--- src/rtl/booth_pkg.sv ---
// Shared types and the radix-4 Booth digit decoder for
// the sequential Booth multiplier family.
package booth_pkg;

    typedef enum logic [2:0] {
        IDLE   = 3'd0,
        LOAD   = 3'd1,
        OP     = 3'd2,
        SHIFT  = 3'd3,
        NOTIFY = 3'd4
    } state_e;

    typedef enum logic [2:0] {
        B_NOP  = 3'd0,
        B_ADD1 = 3'd1,
        B_ADD2 = 3'd2,
        B_SUB1 = 3'd3,
        B_SUB2 = 3'd4
    } booth_op_e;

    // Map {b[2i+1], b[2i], b[2i-1]} to the Booth digit action.
    function automatic booth_op_e booth_decode(
        input logic [2:0] trip
    );
        booth_op_e op;
        case (trip)
            3'b001, 3'b010: op = B_ADD1;
            3'b011:         op = B_ADD2;
            3'b100:         op = B_SUB2;
            3'b101, 3'b110: op = B_SUB1;
            default:        op = B_NOP;
        endcase
        return op;
    endfunction

endpackage

--- src/rtl/booth4_recoder.sv ---
// Radix-4 Booth recoder: one multiplier triplet in,
// the add/subtract action for that digit out.
module booth4_recoder
    import booth_pkg::*;
(
    input  logic [2:0] trip,
    output booth_op_e  op
);

    assign op = booth_decode(trip);

endmodule

--- src/rtl/booth4_seq_mult.sv ---
// Sequential radix-4 Booth multiplier: one OP/SHIFT pair
// per Booth digit, START/FINMULT four-phase handshake.
module booth4_seq_mult
    import booth_pkg::*;
#(
    parameter int N = 8
) (
    input  logic           CLK,
    input  logic           RESET,
    input  logic           START,
    input  logic           SIGNED_MODE,
    input  logic           ABORT,
    input  logic [N-1:0]   A,
    input  logic [N-1:0]   B,
    output logic           BUSY,
    output logic           FINMULT,
    output logic [2*N-1:0] P
);

    localparam int ITER  = N / 2 + 1;
    localparam int CNT_W = $clog2(ITER + 1);
    localparam int EW    = N + 2;
    localparam int SW    = 2 * N + 5;
    localparam logic [CNT_W-1:0] ITER_C = CNT_W'(ITER);

    if ((N % 2) != 0 || N < 4) begin : g_bad_n
        $error("booth4_seq_mult: N must be even and >= 4");
    end

    state_e           state_q, state_d;
    logic [EW-1:0]    m_q, m_d;
    logic [EW-1:0]    b_q, b_d;
    logic [EW-1:0]    hi_q, hi_d;
    logic [EW-1:0]    lo_q, lo_d;
    logic             qm1_q, qm1_d;
    logic [CNT_W-1:0] cnt_q, cnt_d;
    logic [2*N-1:0]   p_q, p_d;

    booth_op_e        op;
    logic [EW:0]      m3;
    logic [EW:0]      addend;
    logic [EW:0]      sum;
    logic [SW-1:0]    cat;
    logic [SW-1:0]    shifted;

    booth4_recoder u_recoder (
        .trip ({lo_q[1], lo_q[0], qm1_q}),
        .op   (op)
    );

    // Partial-product add at N+3 bits and the 2-bit arithmetic shift.
    always_comb begin
        m3      = {m_q[EW-1], m_q};
        addend  = '0;
        case (op)
            B_ADD1:  addend = m3;
            B_ADD2:  addend = m3 << 1;
            B_SUB1:  addend = -m3;
            B_SUB2:  addend = -(m3 << 1);
            default: addend = '0;
        endcase
        sum     = {hi_q[EW-1], hi_q} + addend;
        cat     = {hi_q, lo_q, qm1_q};
        shifted = $signed(cat) >>> 2;
    end

    // Controller and next-state datapath; ABORT overrides every state.
    always_comb begin
        state_d = state_q;
        m_d     = m_q;
        b_d     = b_q;
        hi_d    = hi_q;
        lo_d    = lo_q;
        qm1_d   = qm1_q;
        cnt_d   = cnt_q;
        p_d     = p_q;
        if (ABORT) begin
            state_d = IDLE;
        end else begin
            case (state_q)
                IDLE: begin
                    if (START) begin
                        m_d = {{2{SIGNED_MODE & A[N-1]}}, A};
                        b_d = {{2{SIGNED_MODE & B[N-1]}}, B};
                        state_d = LOAD;
                    end
                end
                LOAD: begin
                    hi_d    = '0;
                    lo_d    = b_q;
                    qm1_d   = 1'b0;
                    cnt_d   = '0;
                    state_d = OP;
                end
                OP: begin
                    hi_d    = sum[EW-1:0];
                    cnt_d   = cnt_q + CNT_W'(1);
                    state_d = SHIFT;
                end
                SHIFT: begin
                    {hi_d, lo_d, qm1_d} = shifted;
                    if (cnt_q == ITER_C) begin
                        p_d     = shifted[2*N:1];
                        state_d = NOTIFY;
                    end else begin
                        state_d = OP;
                    end
                end
                NOTIFY: begin
                    if (!START) begin
                        state_d = IDLE;
                    end
                end
                default: state_d = IDLE;
            endcase
        end
    end

    // State and datapath registers, cleared by the async reset.
    always_ff @(posedge CLK or negedge RESET) begin
        if (!RESET) begin
            state_q <= IDLE;
            m_q     <= '0;
            b_q     <= '0;
            hi_q    <= '0;
            lo_q    <= '0;
            qm1_q   <= 1'b0;
            cnt_q   <= '0;
            p_q     <= '0;
        end else begin
            state_q <= state_d;
            m_q     <= m_d;
            b_q     <= b_d;
            hi_q    <= hi_d;
            lo_q    <= lo_d;
            qm1_q   <= qm1_d;
            cnt_q   <= cnt_d;
            p_q     <= p_d;
        end
    end

    assign BUSY    = (state_q == LOAD) || (state_q == OP) ||
                     (state_q == SHIFT);
    assign FINMULT = (state_q == NOTIFY);
    assign P       = p_q;

endmodule

--- config.mk ---
export PLATFORM = sky130hd
export DESIGN_NAME = booth4_seq_mult
export DESIGN_NICKNAME = d
export VERILOG_FILES = /design/src/rtl/booth_pkg.sv /design/src/rtl/booth4_recoder.sv /design/src/rtl/booth4_seq_mult.sv
export SDC_FILE = /design/constraint.sdc
export NUM_CORES = 1
export LEC_CHECK = 0
export ABC_AREA = 1
export BUFFER_PORTS_ARGS = -buffer_cell sky130_fd_sc_hd__buf_4
export CAP_MARGIN = 20
export CORE_UTILIZATION = 63
export DETAILED_ROUTE_END_ITERATION = 6
export PLACE_DENSITY = 0.92
export SLEW_MARGIN = 10
export SYNTH_ARGS = -nofsm -noshare
export SYNTH_HDL_FRONTEND = slang
export SYNTH_SLANG_ARGS = --single-unit
--- constraint.sdc ---
create_clock -name CLK -period 4.3 [get_ports CLK]
set_input_delay 0.43 -clock CLK [delete_from_list [all_inputs] [get_ports CLK]]
set_output_delay 0.43 -clock CLK [all_outputs]
set_load 0.02 [all_outputs]
Yosys cells after proc, flatten, opt, wreduce, memory -nomap -nowiden --
Index checks and enable logic that the tools add are counted.
Word-level totals: flip-flop bits (word level) 61, input port bits 21, output and inout bits 18, word-level logic and storage cells 60
Cells by class: add/subtract/negate cells 4, equal/unequal tests 17, muxes and demuxes 11, bitwise operators 4, reductions and logical operators 15
Operators with widths (count):
- 10-bit one-hot mux with 4 select lines | 1
- 10-bit one-hot mux with 3 select lines | 1
- 10-bit negation | 2
- 10-bit one-hot mux with 2 select lines | 1
- 3-bit by 2-bit == test with 1-bit output, second input constant | 6
- 3-bit == test, second input constant | 6
- 3-bit one-hot mux with 5 select lines | 1
- 3-bit 2-to-1 mux | 4
- 3-bit one-hot mux with 4 select lines | 1
- 10-bit adder | 1
- 3-bit by 1-bit == test with 1-bit output, second input constant | 3
- 3-bit AND reduction | 3
- 2-bit AND reduction | 4
- 3-bit inequality test, second input constant | 2
- 3-bit one-hot mux with 2 select lines | 1
- 2-bit nonzero test | 2
- 2-bit OR reduction | 2
- 3-bit by 1-bit adder with 3-bit output, second input constant | 1
- 3-bit zero test | 1
- 3-bit nonzero test | 1
- 1-bit bitwise AND | 2
- 1-bit logical OR | 2
- 1-bit NOT | 2
- 1-bit one-hot mux with 2 select lines | 1

Longest topological paths before layout --
Gate-level depths: netlist of run 1.
depth in word-level cells 7, mapped depth 19, depth with buffers taken out 19

By module --
Synthesis of run 1 repeated with hierarchy kept, for this count alone.
Unflattened totals: cells, all modules 424, area, all modules 3392.0 µm²
By module, submodules not included:
- booth4_seq_mult | instances 1, cells an instance 415, area an instance 3347.0 µm², seq. area each 1526.5 µm²
- booth4_recoder | instances 1, cells an instance 9, area an instance 45.0 µm², seq. area each 0.0 µm²

Worst setup path after synthesis of run 1 --
No wires, ideal clock.
kind register to register, start reg m_q[0], end reg hi_q[9], setup time 0.117 ns, data arrival time 2.337 ns, required time 4.183 ns, path slack 1.846 ns, stages on the path, launching flop included 18, buffers on the path 0, clock period less this slack 2.454 ns, cell sequence dfrtp_1 inv_1 ha_1 nand2_1 nor2_1 inv_1 o21ai_0 o22ai_1 nor2_1 o21ai_0 ha_1 nand2_1 nor3_1 o21ai_0 nand3_1 nand3_1 nand3_1 nand2_1
On the way: word-level cells in the longest chain between the ends 4, elaborated cells between the ends (all ways) 5, classes of those cells add/sub: 3; mux: 2
RTL lines:
- start: declaration | line booth4_seq_mult.sv:31 | logic [EW-1:0] m_q, m_d;
- start signal: assignment | line booth4_seq_mult.sv:132 | m_q <= m_d;
- 10-bit negation (on tied branches) | line booth4_seq_mult.sv:58, booth4_seq_mult.sv:59
- 10-bit one-hot mux with 4 select lines (*) | line booth4_seq_mult.sv:55 | case (op)
- 10-bit adder (*) | line booth4_seq_mult.sv:62 | sum = {hi_q[EW-1], hi_q} + addend;
- 10-bit one-hot mux with 3 select lines (*) | line booth4_seq_mult.sv:80 | case (state_q)
- end signal: assignment | line booth4_seq_mult.sv:134 | hi_q <= hi_d;
- end: declaration | line booth4_seq_mult.sv:33 | logic [EW-1:0] hi_q, hi_d;
Mark *: on every way between the ends. The rest lies on a longest branch, timed or not. A chain may end at the register's enable or synchronous reset.

Final worst setup path of run 1 --
Ends and elaborated chain as after synthesis.

==> impl_metrics.sql, run 1 <==
INSERT INTO impl_metrics (metric_group, metric, value, unit) VALUES
('outcome', 'run_status', 'completed', ''),
('place', 'routabilityCongestion', '0.966', ''),
('power_and_ir_drop', 'clock_network_power_share', '26.4', '%'),
('sta', 'hold_viol_final', '0', ''),
('setup_path', 'reg2reg_to', 'hi_q[9]', ''),
('sta', 'tightest_slew', '972', 'ps'),
('power_and_ir_drop', 'power_per_cell_area', '562', 'nW/µm²'),
('global_route', 'number_of_antenna_violations_at_the_first_check_in_global_routing', '0', ''),
('cells_and_area', 'final_net_count', '495', ''),
('setup_path', 'max_stage_delay', '420', 'ps'),
('drt', 'routed_via_density', '5.56', ''),
('yosys', 'area_share_of_the_leading_cell_type_in_the_synthesized_netlist', '45.4', '%'),
('drt', 'avg_wl_per_cell', '14.4', 'µm'),
('yosys', 'netlist_top_cells_area', 'dfrtp_1 45%, nand2_1 9.2%, o21ai_0 8.2%', ''),
('power_and_ir_drop', 'power.share.switching', '38.8', '%'),
('sta', 'drv_slew', '0', ''),
('clocking', 'numCtsBuffers', '9', ''),
('yosys', 'syn-instance-count', '422', ''),
('job', 'max_cap_violations', '0', ''),
('sta', 'total_negative_slack_for_setup_checks', '0', 'ps'),
('floorplan', 'i_o_pin_total', '39', ''),
('drt', 'post-route-drc-count', '0', ''),
('floorplan', 'placementRows', '26', ''),
('sta', 'min_period', '2860', 'ps'),
('setup_path', 'setup.worst_path.class', 'flip-flop to flip-flop', ''),
('drt', 'drt-pass1-iter-count', '5', ''),
('drt', 'postRouteWirelength', '7680', 'µm'),
('yosys', 'synth_enable_flop_cells', '0', ''),
('power_and_ir_drop', 'power.leakage', '0.00198', 'µW'),
('yosys', 'synth_area_per_cell', '7.96', 'µm²'),
('yosys', 'dominantRegCellSynth', 'dfrtp_1', ''),
('setup_path', 'critPathTopFamily', 'simple AND/OR/NAND/NOR gates', ''),
('floorplan', 'die_area', '5630', 'µm²'),
('floorplan', 'die_x', '75.0', 'µm'),
('setup_path', 'timing.critical_path.slowest_stage_cell', 'dfrtp_1', ''),
('clocking', 'worstSkewPairLatency', '350', 'ps'),
('yosys', 'ys_async_sr_fraction', '100', '%'),
('yosys', 'yosysMostFrequentCell', 'nand2_1', ''),
('setup_path', 'critical_path_buf_inv_count', '2', ''),
('drt', 'vias', '2975', ''),
('setup_path', 'timing.critical_path.cells', 'inv_1 -> ha_1 -> nand2_1 -> nor2_1 -> inv_1 -> o21ai_0 -> o22ai_1 -> nor2_1 -> o21ai_0 -> ha_1 -> nand2_1 -> nor3_1 -> o21ai_0 -> nand3_1 -> nand3_1 -> nand3_1 -> nand2_1', ''),
('setup_path', 'r2r_start', 'm_q[0]', ''),
('yosys', 'ys_top_cells_by_count', '82 x nand2_1, 67 x inv_1, 61 x dfrtp_1, 55 x o21ai_0, 30 x nor2_1', ''),
('cells_and_area', 'post_layout_nonfiller_instances', '535', ''),
('drt', 'drt_antenna_net_count', '0', ''),
('clocking', 'clock_tree.buffer_depth', '2', ''),
('sta', 'setup_viol', '0', ''),
('cells_and_area', 'drive_above_1_share', '14.4', '%'),
('setup_path', 'worstSetupStartpoint', 'm_q[0]', ''),
('floorplan', 'fp.dieH', '75.0', 'µm'),
('yosys', 'synth_area', '3360', 'µm²'),
('clocking', 'postCtsSetupBuffers', '0', ''),
('cells_and_area', 'num_antenna_cells', '0', ''),
('worst_hold_path', 'hold_path_class', 'input port to asynchronous set/reset pin', ''),
('sta', 'max_freq', '350', 'MHz'),
('yosys', 'synth.yosys.seq_area_share', '45.4', '%'),
('yosys', 'post_synthesis_cell_type_with_the_largest_combined_area', 'dfrtp_1', ''),
('yosys', 'ys.warnings.count', '0', ''),
('setup_path', 'crit_path_start_kind', 'flip-flop', ''),
('yosys', 'ys_seq_elements', '61', ''),
('power_and_ir_drop', 'comb_power_share', '37.9', '%'),
('cells_and_area', 'num-fill-cells', '356', ''),
('floorplan', 'initial_utilization', '65.8', '%'),
('setup_path', 'cp.arrival', '3090', 'ps'),
('clocking', 'clkTransAtPathRegs', '70', 'ps'),
('setup_path', 'timing.reg2reg.worst_path_depth', '17', ''),
('setup_path', 'crit_fanout', '6', ''),
('power_and_ir_drop', 'sequentialPowerShare', '35.7', '%'),
('clocking', 'postCtsHoldBufs', '0', ''),
('power_and_ir_drop', 'power.net_switching', '851', 'µW'),
('clocking', 'cts_tree', 'yes', '');
flip-flops by register name, summed over array words and instances, names as in the netlist:
signal / cells
b_q: 9
cnt_q: 3
hi_q: 10
lo_q: 10
P: 16
m_q: 9
qm1_q: 1
state_q: 3
worst register-to-register path: stages, from the launching register on:
cell and delay, ps:
dfrtp_1 420, inv_1 130, ha_1 230, nand2_1 70
nor2_1 140, inv_1 80, o21ai_0 200, o22ai_1 100
nor2_1 110, o21ai_0 90, ha_1 370, nand2_1 100
nor3_1 230, o21ai_0 140, nand3_1 120, nand3_1 80
nand3_1 80, nand2_1 50
placed cells by master (no fill, tap or decap), drive strengths merged, types with 3 or more instances in the layout:
master  count
nand2      83
o21ai      55
mux2        7
ha         12
inv        67
a21oi      28
nand4       3
clkbuf     12
nand3      23
nor3        5
a22oi       3
xor2        4
dfrtp      61
a31oi       8
nor2       36
buf        38
o22ai       5
layout make-up:
class                   instances  area [µm²]  area share [%]
clock buffers                  12         155            3.97
clock inverters                 3        68.8            1.76
inverters                      67         251            6.44
multi-input cells             284        1530            39.2
flip-flops and latches         61        1530            39.1
well taps                      70        87.6            2.24
repair buffers                 38         285            7.31
power groups by stage:
stage	Combinational, µW	Clock (µW)	Sequential (µW)
floorplan	603	0	774
global placement	788	0	784
detailed placement	809	0	790
CTS	820	584	781
global route	949	613	795
finish	832	578	784
stage by stage:
step	hold WS, ps	setup slack, ps	power, µW	cell area (µm²)
final	150	1440	2190	3900
after global routing	224	1090	2360	3900
after CTS	187	1510	2180	3900
after detailed placement	476	1540	1600	3680
after global placement	469	1690	1570	3680
after floorplan	134	1850	1380	3360
how the worst max path moves through the flow:
| stage | to | slack (ps) | cells past startpoint |
|---|---|---|---|
| CTS | hi_q[9] | 1510 | 17 |
| floorplan | hi_q[9] | 1850 | 17 |
| detailed placement | hi_q[9] | 1540 | 17 |
| finish | hi_q[9] | 1440 | 17 |
| global placement | hi_q[9] | 1690 | 17 |
| global route | hi_q[9] | 1090 | 17 |
cells by family (layout without fill, tap and decap cells):
family,Yosys count,in the layout,share of synthesized area (%)
buf+inv,77,120,9.08
flops,61,61,45.4
xor+xnor,5,5,1.30
fa+ha+maj,13,13,5.06
compound gates,108,108,17.6
mux,7,7,2.46
simple gates,151,151,19.0
metal layers:
layer / global-route usage [%] / share of wire (%)
met5: 0 / 0
met2: 48.4 / 47
met3: 7.10 / 5.7
met1: 40.8 / 45
met4: 15.1 / 2.7
Power figures use the tool's default switching activity.
==> run 2: changes to the inputs <==
--- a/config.mk
+++ b/config.mk
@@ -8,9 +8,9 @@
 export ABC_AREA = 1
 export BUFFER_PORTS_ARGS = -buffer_cell sky130_fd_sc_hd__buf_4
 export CAP_MARGIN = 20
-export CORE_UTILIZATION = 63
+export CORE_UTILIZATION = 53
 export DETAILED_ROUTE_END_ITERATION = 6
-export PLACE_DENSITY = 0.92
+export PLACE_DENSITY = 0.83
 export SLEW_MARGIN = 10
 export SYNTH_ARGS = -nofsm -noshare
 export SYNTH_HDL_FRONTEND = slang
==> constraint.sdc (replaced) <==
create_clock -name CLK -period 2.6 [get_ports CLK]
set_input_delay 0.26 -clock CLK [delete_from_list [all_inputs] [get_ports CLK]]
set_output_delay 0.26 -clock CLK [all_outputs]
set_load 0.02 [all_outputs]
==> impl_metrics.sql, run 2 (synthesis results as in run 1) <==
INSERT INTO impl_metrics (metric_group, metric, value, unit) VALUES
('sta', 'hold_viol_final', '0', ''),
('cells_and_area', 'mostFrequentLayoutCell', 'nand2_1', ''),
('floorplan', 'die_x', '81.6', 'µm'),
('sta', 'fin_skew', '6.93', 'ps'),
('setup_path', 'reg2reg_to', 'hi_q[5]', ''),
('setup_path', 'crit_fanout', '7', ''),
('setup_path', 'worstSetupPathDepth', '15', ''),
('floorplan', 'fp.dieH', '81.6', 'µm'),
('sta', 'setup_viol', '0', ''),
('setup_path', 'timing.critical_path.cells', 'inv_1 -> nand2_2 -> buf_4 -> nand3_1 -> inv_1 -> a22oi_1 -> o221ai_1 -> ha_2 -> nand2_1 -> a21oi_1 -> nor2_1 -> nand2_1 -> a21oi_1 -> o21ai_0 -> a31oi_1', ''),
('sta', 'min_period', '2510', 'ps'),
('drt', 'drt_antenna_net_count', '0', ''),
('sta', 'max_freq', '398', 'MHz'),
('worst_hold_path', 'hold_path_class', 'input port to flip-flop', ''),
('setup_path', 'crit_path_start_kind', 'flip-flop', ''),
('setup_path', 'max_stage_delay', '440', 'ps'),
('global_route', 'gr-total-overflow', '0', ''),
('global_route', 'globalRouteTotalUtil', '25.7', '%'),
('place', 'dpl-instance-area', '3770', 'µm²'),
('cells_and_area', 'num_antenna_cells', '0', ''),
('cells_and_area', 'finalInstanceArea', '4120', 'µm²'),
('sta', 'tightest_slew', '739', 'ps'),
('clocking', 'worstSkewPairLatency', '360', 'ps'),
('setup_path', 'r2r_start', 'lo_q[0]', ''),
('clocking', 'clk_root_buffer_cell', 'clkbuf_8', ''),
('worst_hold_path', 'timing.hold.worst.start', 'B[0]', ''),
('setup_path', 'critPathTopFamily', 'compound AO/OA/AOI/OAI gates', ''),
('power_and_ir_drop', 'power_per_cell_area', '944', 'nW/µm²'),
('setup_path', 'cp.arrival', '2740', 'ps'),
('setup_path', 'critical_path_required', '2820', 'ps'),
('floorplan', 'core', '6030', 'µm²'),
('global_route', 'number_of_antenna_violations_at_the_first_check_in_global_routing', '0', ''),
('drt', 'drt-pass1-iter-count', '5', ''),
('clocking', 'numCtsBuffers', '9', ''),
('clocking', 'cts-htree-levels', '3', ''),
('clocking', 'clkTransAtPathRegs', '70', 'ps'),
('place', 'placed_cells', '536', ''),
('global_route', 'grt_first_pass_wirelength', '12700', 'µm'),
('sta', 'worst_slack', '86.0', 'ps'),
('drt', 'routed_via_density', '5.59', ''),
('clocking', 'cts_tree', 'yes', ''),
('global_route', 'grt_start_max_net_pins', '62', ''),
('cells_and_area', 'drive_above_1_share', '23.2', '%'),
('drt', 'first_iter_violations', '164', ''),
('sta', 'slew_headroom', '50.7', '%'),
('place', 'io_buffers', '38', ''),
('setup_path', 'timing.reg2reg.worst_path_depth', '15', ''),
('global_route', 'number_of_global_route_vias_before_repair', '2722', ''),
('place', 'dp_hpwl', '5570', 'µm'),
('place', 'routabilityCongestion', '0.927', ''),
('power_and_ir_drop', 'power.leakage', '0.00206', 'µW'),
('floorplan', 'initial_utilization', '55.8', '%'),
('cells_and_area', 'final_net_count', '511', ''),
('setup_path', 'timing.critical_path.slowest_stage_cell', 'ha_2', ''),
('floorplan', 'i_o_pin_total', '39', ''),
('sta', 'worst_hold_slack', '107', 'ps'),
('place', 'dp_worst_setup_slack', '-39.5', 'ps'),
('sta', 'grt_setup_unrepaired', 'true', ''),
('cells_and_area', 'mostFrequentLayoutCells', '78 x nand2_1, 61 x dfrtp_1, 57 x inv_1', ''),
('setup_path', 'critical_path_buf_inv_count', '3', ''),
('floorplan', 'die_area', '6660', 'µm²'),
('cells_and_area', 'post_layout_nonfiller_instances', '557', ''),
('power_and_ir_drop', 'irDropWorstVdd', '0.576', 'mV'),
('setup_path', 'r2r_setup_slack', '90', 'ps'),
('drt', 'post-route-drc-count', '0', ''),
('setup_path', 'worstSetupStartpoint', 'lo_q[0]', ''),
('outcome', 'run_status', 'completed', ''),
('cells_and_area', 'synthToLayoutAreaGrowth', '22.6', '%'),
('drt', 'postRouteWirelength', '7970', 'µm'),
('clocking', 'clock_tree.buffer_depth', '2', ''),
('sta', 'drv_slew', '0', ''),
('power_and_ir_drop', 'total_power', '3890', 'µW'),
('floorplan', 'placementRows', '28', ''),
('job', 'max_cap_violations', '0', ''),
('cells_and_area', 'max_reg_flops', '16', ''),
('setup_path', 'setup.worst_path.end_class', 'flip-flop', ''),
('drt', 'vias', '3112', ''),
('setup_path', 'setup.worst_path.class', 'flip-flop to flip-flop', ''),
('setup_path', 'cp-endpoint', 'hi_q[5]', ''),
('sta', 'final_cycle_share', '96.7', '%'),
('clocking', 'clock-sinks', '61', ''),
('drt', 'avg_wl_per_cell', '14.3', 'µm');
[run 2: cell types whose count changed in the layout (fill, tap and decap cells not counted), sizes merged]
cell         change
buf             +15
clkinv           +2
dlygate4sd3      +1
clkbuf           -1
[run 2: routing by layer]
layer,up-vias,wire (µm),global-route usage (%),share of wire [%]
met3,14,539,5.67,6.8
met2,119,3710,40.0,47
met1,1474,3570,34.0,45
met4,0,138,12.1,1.7
met5,-,0,0,0
li1,1505,-,-,-
[run 2: stage by stage]
| step | TNS [ps] | util [%] |
|---|---|---|
| after floorplan | 0 | - |
| after global placement | 0 | 62.5 |
| after detailed placement | -39.5 | 62.5 |
| after CTS | 0 | 66.1 |
| after global routing | -186 | 68.4 |
| final | 0 | 68.4 |
[run 2: worst min path at each step]
stage,end,cells after the start
after detailed placement,P[9],1
final,b_q[0],3
after CTS,m_q[4],3
after floorplan,P[0],0
after global routing,b_q[6],3
after global placement,P[9],1
[run 2: area by class of cell]
| type | count | area, µm² |
|---|---|---|
| Clock buffer | 11 | 131 |
| Tap cell | 75 | 93.8 |
| Sequential cell | 61 | 1530 |
| Clock inverter | 5 | 75.1 |
| Fill cell | 480 | 1910 |
| Multi-Input combinational cell | 284 | 1630 |
| Inverter | 67 | 251 |
| Timing Repair Buffer | 54 | 408 |
[run 2: worst reg2reg max path, cell delays in order (launching register included)]
cell	delay (ps)
dfrtp_1	390
inv_1	90
nand2_2	70
buf_4	150
nand3_1	80
inv_1	110
a22oi_1	160
o221ai_1	210
ha_2	440
nand2_1	80
a21oi_1	160
nor2_1	60
nand2_1	80
a21oi_1	60
o21ai_0	120
a31oi_1	110
[run 2: what timing repair did]
item	4_1_cts	5_1_grt
resized for setup	2	39
buffers inserted	0	4
pin swaps	0	20
endpoints found under the setup margin	2	6
hold endpoints to repair	8	0
cloned	0	0
hold buffers	1	0
[run 2: power breakdown]
part	internal, µW	switching, µW	leakage (µW)	total, µW
Combinational	657	1020	0.00118	1670
Sequential	1140	165	0.000772	1300
Clock	535	381	0.000107	916
Total	2330	1560	0.00206	3890
